<file path="src/rtl/bch_pkg.sv">
// -----------------------------------------------------------------------------
// bch_pkg
// Shared definitions for the GF(2^13) BCH encoder.
//   GF_M        : field degree (13)
//   GF_PRIM     : primitive polynomial x^13 + x^4 + x^3 + x + 1
//   BCH_T       : correction capability (8)
//   BCH_R       : parity length, GF_M * BCH_T = 104
//   bch_state_e : encoder FSM states {IDLE, MSG, PAR}
//   BCH_GEN_T8  : low BCH_R coefficients of the monic generator g(x);
//                 the x^BCH_R term is implicit.
// -----------------------------------------------------------------------------
package bch_pkg;

    localparam int GF_M  = 13;
    localparam int BCH_T = 8;
    localparam int BCH_R = GF_M * BCH_T;

    localparam logic [GF_M:0]   GF_PRIM  = 14'h201B;
    localparam logic [GF_M-1:0] GF_ALPHA = 13'd2;

    typedef enum logic [1:0] {
        IDLE = 2'd0,
        MSG  = 2'd1,
        PAR  = 2'd2
    } bch_state_e;

    // Multiply two GF(2^13) elements (polynomial basis, reduced by GF_PRIM).
    function automatic logic [GF_M-1:0] gf_mul(input logic [GF_M-1:0] a,
                                               input logic [GF_M-1:0] b);
        logic [GF_M-1:0] acc;
        logic [GF_M-1:0] sh;
        acc = '0;
        sh  = a;
        for (int i = 0; i < GF_M; i++) begin
            if (b[i]) acc = acc ^ sh;
            if (sh[GF_M-1]) sh = (sh << 1) ^ GF_PRIM[GF_M-1:0];
            else            sh = sh << 1;
        end
        return acc;
    endfunction

    // g(x) = product of the minimal polynomials of alpha^1, alpha^3 .. alpha^15.
    // 8191 is prime, so every conjugacy class has exactly 13 members and the
    // eight odd exponents give eight distinct degree-13 factors (degree 104).
    // Each minimal polynomial is built as prod_j (x + alpha^(i*2^j)); its
    // coefficients land in GF(2), so bit 0 of each coefficient is the value.
    function automatic logic [BCH_R-1:0] bch_gen_poly();
        logic [BCH_R:0]             g;
        logic [BCH_R:0]             prod;
        logic [GF_M:0][GF_M-1:0]    mp;
        logic [GF_M-1:0]            root;
        g    = '0;
        g[0] = 1'b1;
        for (int i = 1; i < 2 * BCH_T; i += 2) begin
            root    = '0;
            root[0] = 1'b1;
            for (int e = 0; e < i; e++) root = gf_mul(root, GF_ALPHA);
            mp    = '0;
            mp[0] = 13'd1;
            for (int j = 0; j < GF_M; j++) begin
                for (int k = GF_M; k > 0; k--) mp[k] = mp[k-1] ^ gf_mul(mp[k], root);
                mp[0] = gf_mul(mp[0], root);
                root  = gf_mul(root, root);
            end
            prod = '0;
            for (int k = 0; k <= GF_M; k++) begin
                if (mp[k][0]) prod = prod ^ (g << k);
            end
            g = prod;
        end
        return g[BCH_R-1:0];
    endfunction

    localparam logic [BCH_R-1:0] BCH_GEN_T8 = bch_gen_poly();

endpackage

</file>
<file path="src/rtl/bch_lfsr_step.sv">
// -----------------------------------------------------------------------------
// bch_lfsr_step
// Combinational next state of the systematic-encoder division LFSR after
// absorbing DW message bits (MSB first = highest degree).
//   i_state [R-1:0]  : current remainder
//   i_data  [DW-1:0] : message bits, bit DW-1 earliest
//   o_state [R-1:0]  : remainder after the DW bits
// -----------------------------------------------------------------------------
module bch_lfsr_step #(
    parameter int              R        = 104,
    parameter int              DW       = 8,
    parameter logic [R-1:0]    GEN_POLY = '0
) (
    input  logic [R-1:0]  i_state,
    input  logic [DW-1:0] i_data,
    output logic [R-1:0]  o_state
);

    logic [R-1:0] w_s;
    logic         w_fb;

    // Fully unrolled bit-serial division: each iteration is one shift of the
    // Galois LFSR with the feedback tap set equal to the generator.
    always_comb begin
        w_s  = i_state;
        w_fb = 1'b0;
        for (int i = DW - 1; i >= 0; i--) begin
            w_fb = i_data[i] ^ w_s[R-1];
            w_s  = {w_s[R-2:0], 1'b0} ^ ({R{w_fb}} & GEN_POLY);
        end
        o_state = w_s;
    end

endmodule

</file>
<file path="src/rtl/bch_enc_stream.sv">
// -----------------------------------------------------------------------------
// bch_enc_stream
// Streaming systematic BCH encoder. Message beats pass straight through with
// zero latency while the remainder m(x)*x^R mod g(x) is accumulated; then R/DW
// parity beats are appended.
//   clk, rst_n                 : clock, asynchronous active-low reset
//   in_valid/in_ready/in_sop   : message beat handshake, sop marks beat 0
//   in_data  [DW-1:0]          : message bits, bit DW-1 earliest
//   out_valid/out_ready        : codeword beat handshake
//   out_sop / out_eop          : first codeword beat / last parity beat
//   out_data [DW-1:0]          : codeword bits, same order as in_data
//   busy                       : frame in progress (MSG or PAR)
//   err                        : one-cycle pulse after a dropped non-sop beat
// -----------------------------------------------------------------------------
module bch_enc_stream
    import bch_pkg::*;
#(
    parameter int           K        = 4096,
    parameter int           R        = 104,
    parameter int           DW       = 8,
    parameter logic [R-1:0] GEN_POLY = bch_pkg::BCH_GEN_T8
) (
    input  logic          clk,
    input  logic          rst_n,
    input  logic          in_valid,
    output logic          in_ready,
    input  logic          in_sop,
    input  logic [DW-1:0] in_data,
    output logic          out_valid,
    input  logic          out_ready,
    output logic          out_sop,
    output logic          out_eop,
    output logic [DW-1:0] out_data,
    output logic          busy,
    output logic          err
);

    localparam int MSG_BEATS = K / DW;
    localparam int PAR_BEATS = R / DW;
    localparam int CW        = $clog2(MSG_BEATS + PAR_BEATS + 1);
    localparam logic [CW-1:0] LAST_MSG = CW'(MSG_BEATS - 1);
    localparam logic [CW-1:0] LAST_PAR = CW'(PAR_BEATS - 1);

    bch_state_e     r_state, w_state_next;
    logic [R-1:0]   r_lfsr, w_lfsr_next;
    logic [CW-1:0]  r_beat_cnt, w_cnt_next;
    logic           r_err;

    logic           w_start;
    logic [CW-1:0]  w_idx;
    logic [R-1:0]   w_step_base, w_step;
    logic           w_in_ready, w_out_valid, w_out_sop, w_out_eop;
    logic [DW-1:0]  w_out_data;

    // A sop beat always starts a fresh remainder, whether in IDLE or mid-frame.
    assign w_start     = in_valid & in_sop;
    assign w_step_base = w_start ? '0 : r_lfsr;
    // Message-beat index of the beat being presented (0 for a sop beat).
    assign w_idx       = in_sop ? '0 : r_beat_cnt;

    bch_lfsr_step #(
        .R        (R),
        .DW       (DW),
        .GEN_POLY (GEN_POLY)
    ) u_step (
        .i_state (w_step_base),
        .i_data  (in_data),
        .o_state (w_step)
    );

    always_comb begin
        w_state_next = r_state;
        w_lfsr_next  = r_lfsr;
        w_cnt_next   = r_beat_cnt;
        w_in_ready   = 1'b0;
        w_out_valid  = 1'b0;
        w_out_sop    = 1'b0;
        w_out_eop    = 1'b0;
        w_out_data   = in_data;
        case (r_state)
            IDLE: begin
                // Non-sop beats are always swallowed; a sop beat is forwarded,
                // so it can only be taken when downstream accepts it.
                w_in_ready  = ~w_start | out_ready;
                w_out_valid = w_start;
                w_out_sop   = w_start;
                if (w_start && out_ready) begin
                    w_lfsr_next = w_step;
                    if (w_idx == LAST_MSG) begin
                        w_cnt_next   = '0;
                        w_state_next = PAR;
                    end else begin
                        w_cnt_next   = w_idx + CW'(1);
                        w_state_next = MSG;
                    end
                end
            end
            MSG: begin
                w_in_ready  = out_ready;
                w_out_valid = in_valid;
                w_out_sop   = w_start;
                if (in_valid && out_ready) begin
                    w_lfsr_next = w_step;
                    if (w_idx == LAST_MSG) begin
                        w_cnt_next   = '0;
                        w_state_next = PAR;
                    end else begin
                        w_cnt_next   = w_idx + CW'(1);
                    end
                end
            end
            PAR: begin
                w_out_valid = 1'b1;
                w_out_data  = r_lfsr[R-1 -: DW];
                w_out_eop   = (r_beat_cnt == LAST_PAR);
                if (out_ready) begin
                    if (r_beat_cnt == LAST_PAR) begin
                        w_lfsr_next  = '0;
                        w_cnt_next   = '0;
                        w_state_next = IDLE;
                    end else begin
                        w_lfsr_next  = r_lfsr << DW;
                        w_cnt_next   = r_beat_cnt + CW'(1);
                    end
                end
            end
            default: begin
                w_lfsr_next  = '0;
                w_cnt_next   = '0;
                w_state_next = IDLE;
            end
        endcase
    end

    always_ff @(posedge clk or negedge rst_n) begin
        if (!rst_n) begin
            r_state    <= IDLE;
            r_lfsr     <= '0;
            r_beat_cnt <= '0;
            r_err      <= 1'b0;
        end else begin
            r_state    <= w_state_next;
            r_lfsr     <= w_lfsr_next;
            r_beat_cnt <= w_cnt_next;
            r_err      <= (r_state == IDLE) & in_valid & ~in_sop;
        end
    end

    // Combinational outputs are forced low while reset is held, so the
    // pass-through path cannot leak input activity during reset.
    assign in_ready  = rst_n & w_in_ready;
    assign out_valid = rst_n & w_out_valid;
    assign out_sop   = rst_n & w_out_sop;
    assign out_eop   = rst_n & w_out_eop;
    assign out_data  = rst_n ? w_out_data : '0;
    assign busy      = rst_n & (r_state != IDLE);
    assign err       = r_err;

endmodule

</file>
<file path="config.mk">
export PLATFORM = sky130hd
export DESIGN_NAME = bch_enc_stream
export DESIGN_NICKNAME = d
export VERILOG_FILES = /design/src/rtl/bch_pkg.sv /design/src/rtl/bch_lfsr_step.sv /design/src/rtl/bch_enc_stream.sv
export SDC_FILE = /design/constraint.sdc
export NUM_CORES = 1
export LEC_CHECK = 0
export CAP_MARGIN = 10
export CORE_MARGIN = 4
export CORE_UTILIZATION = 44
export CTS_CLUSTER_SIZE = 14
export DETAILED_ROUTE_END_ITERATION = 7
export PLACE_DENSITY = 0.62
export RECOVER_POWER = 25
export SYNTH_ARGS = -nofsm -noshare
export SYNTH_HDL_FRONTEND = slang
export SYNTH_HIERARCHICAL = 1
export SYNTH_SLANG_ARGS = --single-unit
</file>
<file path="constraint.sdc">
create_clock -name clk -period 6.43 [get_ports clk]
set_clock_uncertainty 0.2 [all_clocks]
set_input_delay 0.9645 -clock clk [delete_from_list [all_inputs] [get_ports clk]]
set_output_delay 0.9645 -clock clk [all_outputs]
set_load 0.01 [all_outputs]
</file>
# After elaboration in Yosys (flattened, before gate mapping)
# Cells that the tools add are included.
[totals]
in_bits = 13
register_bits = 117
word_cells = 75
out_inout_bits = 14
[op_classes]
n_mux = 26
n_eq_ne = 9
n_addsub = 2
bitwise = 27
n_reduce_logical = 7
[op_table]
columns = ["operator", "n"]
rows = [
  ["bitwise XOR 104 x 101 -> 104 bit", 8],
  ["2-to-1 mux 104 bit", 5],
  ["one-hot mux 104 bit (3 select lines)", 1],
  ["2-to-1 mux 10 bit", 6],
  ["one-hot mux 10 bit (3 select lines)", 1],
  ["adder 10 x 1 -> 10 bit, second input constant", 2],
  ["2-to-1 mux 8 bit", 2],
  ["2-to-1 mux 2 bit", 6],
  ["equality test 10 x 4 -> 1 bit, second input constant", 1],
  ["equality test 10 x 9 -> 1 bit, second input constant", 1],
  ["!= test 2 bit, second input constant", 5],
  ["AND 1 bit", 8],
  ["bitwise XOR 1 bit", 8],
  ["one-hot mux 2 bit (3 select lines)", 1],
  ["AND reduction 5 bit", 1],
  ["one-hot mux 1 bit (3 select lines)", 1],
  ["AND reduction 3 bit", 1],
  ["equality test 2 x 1 -> 1 bit, second input constant", 1],
  ["equality test 2 bit, second input constant", 1],
  ["logical AND 1 bit", 2],
  ["logical NOT 2 bit", 1],
  ["2-to-1 mux 1 bit", 2],
  ["NOT 1 bit", 2],
  ["one-hot mux 1 bit (2 select lines)", 1],
  ["other kinds (3)", 3],
]

# Longest topological paths before layout
[depth]
depth_word = 20
mapped_depth = 11
depth_no_buf = 8

# By module
# The synthesis kept the hierarchy.
[by_module_without_submodules]
columns = ["mod", "seq_area_each_um2", "instances", "area_each_um2", "cells_each"]
rows = [
  ["bch_enc_stream", 2927.8, 1, 6020.8, 602],
  ["bch_lfsr_step", 0.0, 1, 2198.4, 214],
]

# Worst setup path before layout
# OpenSTA, ideal clock, no wires.
[synth_path]
kind = "input to register"
startpoint = "input in_valid"
endpoint = "register r_lfsr[96]"
t_arrival_ps = 3353
setup_slack_ps = 2750
required_time_ps = 6103
path_stages = 9
n_path_buf = 1
setup_ps = 127
cell_sequence = "nand2_1 clkbuf_1 and2_1 xor2_4 xnor3_1 xor2_1 xnor3_1 a222oi_1 inv_1"
[synth_via]
elab_chain_len = 14
word_cells_on_any_way = 26
classes_between = "2 x eq/ne; 4 x mux; 17 x bitwise; 3 x reduce/logical"
[synth_rtl]
columns = ["item", "line", "text"]
rows = [
  ["start, declared", "bch_enc_stream.sv:25", "input logic in_valid,"],
  ["AND 1 bit *", "bch_enc_stream.sv:56", "assign w_start = in_valid & in_sop;"],
  ["2-to-1 mux 104 bit *", "bch_enc_stream.sv:57", "assign w_step_base = w_start ? '0 : r_lfsr;"],
  ["via w_step_base[103]", "bch_enc_stream.sv:51", "logic [R-1:0] w_step_base, w_step;"],
  ["bitwise XOR 1 bit *", "bch_lfsr_step.sv:28", "w_fb = i_data[i] ^ w_s[R-1];"],
  ["bitwise XOR 104 x 101 -> 104 bit * (4 in a row)", "bch_lfsr_step.sv:29", "w_s = {w_s[R-2:0], 1'b0} ^ ({R{w_fb}} & GEN_POLY);"],
  ["bitwise XOR 1 bit / bitwise XOR 104 x 101 -> 104 bit (equally long branches)", "bch_lfsr_step.sv:28, bch_lfsr_step.sv:29", ""],
  ["bitwise XOR 104 x 101 -> 104 bit * (4 in a row)", "bch_lfsr_step.sv:29", ""],
  ["via w_step[96]", "bch_enc_stream.sv:51", ""],
  ["2-to-1 mux 104 bit (on tied branches)", "bch_enc_stream.sv:102, bch_enc_stream.sv:87", ""],
  ["one-hot mux 104 bit (3 select lines) *", "bch_enc_stream.sv:80", "case (r_state)"],
  ["end signal, assigned", "bch_enc_stream.sv:143", "r_lfsr <= w_lfsr_next;"],
  ["end, declared", "bch_enc_stream.sv:45", "logic [R-1:0] r_lfsr, w_lfsr_next;"],
]
# The timed path passes the listed nets; every way through them passes the cells marked *. The select of a mux whose other input is x is not followed.
# A chain may end at the register's enable or synchronous reset.

# Worst setup path after layout
[layout_path]
startpoint = "input in_sop"
endpoint = "register r_lfsr[15]"
[layout_via]
elab_chain_len = 14
word_cells_on_any_way = 24
classes_between = "1 x eq/ne; 4 x mux; 17 x bitwise; 2 x reduce/logical"
[layout_rtl]
columns = ["item", "line", "text"]
rows = [
  ["start, declared", "bch_enc_stream.sv:27", "input logic in_sop,"],
  ["AND 1 bit *", "bch_enc_stream.sv:56", ""],
  ["2-to-1 mux 104 bit *", "bch_enc_stream.sv:57", ""],
  ["via w_step_base[100]", "bch_enc_stream.sv:51", ""],
  ["bitwise XOR 104 x 101 -> 104 bit * (3 in a row)", "bch_lfsr_step.sv:29", ""],
  ["bitwise XOR 1 bit *", "bch_lfsr_step.sv:28", ""],
  ["bitwise XOR 104 x 101 -> 104 bit * (4 in a row)", "bch_lfsr_step.sv:29", ""],
  ["bitwise XOR 1 bit", "bch_lfsr_step.sv:28", ""],
  ["bitwise XOR 104 x 101 -> 104 bit *", "bch_lfsr_step.sv:29", ""],
  ["via w_step[15]", "bch_enc_stream.sv:51", ""],
  ["2-to-1 mux 104 bit (on tied branches)", "bch_enc_stream.sv:102, bch_enc_stream.sv:87", ""],
  ["one-hot mux 104 bit (3 select lines) *", "bch_enc_stream.sv:80", ""],
]
# Marks and branches as above.

==> summary by stage <==
Synth
The fraction of registers with async set or reset after synthesis is 100.0%. sky130_fd_sc_hd__dfrtp_1 takes more of the synthesized area than any other cell. The number of warnings printed during yosys synthesis is 6. Sequential elements use 35.62% of the synthesized area.

The post-synthesis instance area is 8219 µm². Yosys attributes the largest share of cell area to sky130_fd_sc_hd__dfrtp_1 36%, sky130_fd_sc_hd__xnor2_1 16%, sky130_fd_sc_hd__a222oi_1 12%, sky130_fd_sc_hd__and2_1 8.1%, sky130_fd_sc_hd__inv_1 4.7%. The number of different library cells used by synthesis comes to 49. Each instance of the synthesized netlist takes up on average 10.07 µm². The synthesized design contains 0 enable-type register cells. When the netlist entered floorplanning its net count stood at 832. Counting instances in the post-synthesis netlist gives the leading cell types as 152 x sky130_fd_sc_hd__xnor2_1, 117 x sky130_fd_sc_hd__dfrtp_1, 107 x sky130_fd_sc_hd__and2_1. The register bit count reported by yosys is 117.

The share of synthesized area in the top cell type comes to 35.62%. In the synthesized netlist the dominant register cell turns out to be sky130_fd_sc_hd__dfrtp_1. The number of cells produced by synthesis is 816. Among all cell types in the netlist, the one instantiated most often is sky130_fd_sc_hd__xnor2_1.

STA
In the finished design, the share of the clock period the worst path needs comes to 77.47%. Derived from the worst setup path, the maximum achievable clock frequency is 200.7 MHz. Setup violations remaining at the end of the flow were counted as 0.

In the final timing run, aggregate negative setup slack is 0 ns. The total count of max-transition violations in the final report is 0. The final critical path time including I/O delays and setup is 4.981 ns.

The transition at the pin with the smallest max-transition slack is 1.185 ns. Setup repair after global routing left no endpoint under its margin. Headroom to the max-slew limit came out at 20.42%. The final number of hold-violating endpoints came to 0.

Route
The top routing layer in use is met4. Detailed routing inserted a total of 6,233 vias. The count of nets left with antenna violations after detail routing is 0. The routed design uses 9.884 mm of met2 wire. The routed wire length is 20.80 mm. The number of DRC violations after detailed routing is 30. After the first detailed-routing iteration, the DRC count stood at 884. The detailed router put a total of 9.443 mm of wire on met1. The via-per-instance ratio is 5.908. Summed over all nets, wire length on met3 after detailed routing comes to 1.176 mm.

For this run, the detailed router's first-pass iteration total came to 8. The mean routed wirelength per cell is 19.72 µm.

Clock network
The clock sink count is 117. Clock latency on the worst-skew pair, taken at its later pin, is 0.42 ns. The H-tree depth reported by CTS is 4. TritonCTS built the clock tree. The clock input transition at the sequential cells of the worst setup and hold paths is 0.05 ns. The clock tree buffer depth is 2. Buffers added to address setup during post-CTS repair amount to 0. Counting the buffers created by CTS gives 17.

The cell at the root of the clock tree is sky130_fd_sc_hd__clkbuf_16. Once the clock tree was built, the resizer swapped 0 gates to a different size. The hold buffer count at cts is 0.

Final layout
The number of antenna diodes in the final layout is 0. The final layout contains 829 nets. The count of filler cells inserted in the layout is 1,645. The fraction of final layout cells with drive strength greater than 1 is 8.232%. The layout overhead on the synthesized area is 9.880%.

The area of combinational cells with multiple inputs is 4553 µm². Registers take 2928 µm².

Die
The die covers 20,930 µm². The y dimension of the die is 144.7 µm. The area of the core is 18,150 µm². The placement row count is 49. From left edge to right edge, the die measures 144.7 µm. Pin placement for this block handled 27 I/O pins.

For this configuration, the core starts out at a cell density of 45.29%.

Worst setup path
The highest fanout seen on the critical path is 25. At the worst endpoint, the arrival time is 5.08 ns. STA classifies the critical path endpoint as a flip-flop. At the worst endpoint, the required time is 6.53 ns. In this run the register-to-register setup slack is 2.92 ns.

The most critical setup path has its startpoint at in_sop. By startpoint and endpoint, the worst setup path is classified as in2reg. The reg-to-reg startpoint is r_lfsr[102]$_DFFE_PN0P_. STA classifies the critical path startpoint as an input port.

Place
The placer's final routability congestion estimate is 0.8090. The half-perimeter wire length after placement is 13.26 mm. In this run the tool buffered the top-level ports with 26 buffer cells.

Global routing
The first global-routing pass estimated 33.62 mm of wire. The number of antenna violations at the first check in global routing came to 0. Entering global routing, the biggest net connects 108 pins. The via count of the first global-routing pass was 6,133. The total overflow left after global routing is 0.

The overall routing resource usage is 20.39%.

Run status
The flow ran to the end, but the final reports show violations. The final reports fail on design-rule violations.

Flow run
Across the run, the number of max-cap violations was 0.

Hold path
In this run the most critical hold path is launched from r_lfsr[41]$_DFFE_PN0P_. The worst hold path belongs to the class reg2reg.
==> worst paths after layout <==
check | to | depth (start not counted)
setup / recovery | r_lfsr[15]$_DFFE_PN0P_ | 10
hold / removal | r_lfsr[41]$_DFFE_PN0P_ | 2
setup reg to reg | r_lfsr[16]$_DFFE_PN0P_ | 9
hold reg to reg | r_lfsr[41]$_DFFE_PN0P_ | 2
max in group asynchronous | r_lfsr[62]$_DFFE_PN0P_ | 2
min in group asynchronous | err$_DFF_PN0_ | 1
==> cell usage in the layout (no fill, tap or decap), types with 7 or more instances in the layout <==
master,instances
sky130_fd_sc_hd__xnor2_1,150
sky130_fd_sc_hd__clkbuf_16,17
sky130_fd_sc_hd__a22o_1,8
sky130_fd_sc_hd__and2_1,107
sky130_fd_sc_hd__xnor3_1,11
sky130_fd_sc_hd__nor2_1,15
sky130_fd_sc_hd__buf_4,15
sky130_fd_sc_hd__xnor2_2,9
sky130_fd_sc_hd__o21ai_0,10
sky130_fd_sc_hd__clkdlybuf4s50_1,24
sky130_fd_sc_hd__xor2_1,30
sky130_fd_sc_hd__nand2_1,27
sky130_fd_sc_hd__inv_1,102
sky130_fd_sc_hd__a21oi_1,7
sky130_fd_sc_hd__dfrtp_1,117
sky130_fd_sc_hd__a222oi_1,97
sky130_fd_sc_hd__a21boi_0,8
sky130_fd_sc_hd__clkinv_2,9
==> registers in the layout (all words and copies together), names as in the netlist <==
| name | cells |
|---|---|
| r_state | 2 |
| r_lfsr | 104 |
| err | 1 |
| r_beat_cnt | 10 |
==> cell families after synthesis <==
logic type,count (synthesis),synth area share [%]
fa+ha+maj,3,0.4567
simple gates,181,12.48
compound gates,143,15.70
flops,117,35.62
xor+xnor,208,26.34
buf+inv,164,9.408
==> routing by layer <==
| layer | global-route usage [%] | vias up |
|---|---|---|
| met5 | 0 | - |
| li1 | - | 2828 |
| met1 | 28.72 | 3175 |
| met3 | 4.436 | 21 |
| met2 | 32.07 | 209 |
| met4 | 5.351 | 0 |
==> critical path, cell delays in order <==
cell                            delay, ns
sky130_fd_sc_hd__dlygate4sd3_1       0.85
sky130_fd_sc_hd__nand2_2             0.32
sky130_fd_sc_hd__buf_4               0.31
sky130_fd_sc_hd__and2_1              0.21
sky130_fd_sc_hd__xnor2_2             0.69
sky130_fd_sc_hd__xnor2_2             0.40
sky130_fd_sc_hd__xnor2_1             0.53
sky130_fd_sc_hd__xnor3_1             0.40
sky130_fd_sc_hd__a222oi_1            0.31
sky130_fd_sc_hd__inv_1               0.07
==> area by class of cell <==
type / count / area share, %
multi-input combinational: 535 / 50.42
inverter: 102 / 4.239
timing repair buffer: 40 / 4.018
sequential: 117 / 32.42
clock inverter: 15 / 1.025
tap: 229 / 3.173
clock buffer: 17 / 4.710
==> through the flow <==
| step | hold slack, ns | worst slack (ns) | util [%] | instance area (µm²) | instances |
|---|---|---|---|---|---|
| floorplan | 0.2719 | 2.750 | - | 8219 | 816 |
| global placement | 0.2877 | 1.307 | 46.91 | 8513 | 1023 |
| detailed placement | 0.2999 | 1.178 | 46.91 | 8513 | 1023 |
| CTS | 0.3161 | 1.585 | 49.77 | 9031 | 1055 |
| global route | 0.3357 | 1.233 | 49.77 | 9031 | 1055 |
| finish | 0.3095 | 1.449 | 49.77 | 9031 | 1055 |
Power is left out: the tool's default activity adds up to more than one toggle a clock period on the data nets, which glitch-free logic cannot reach.
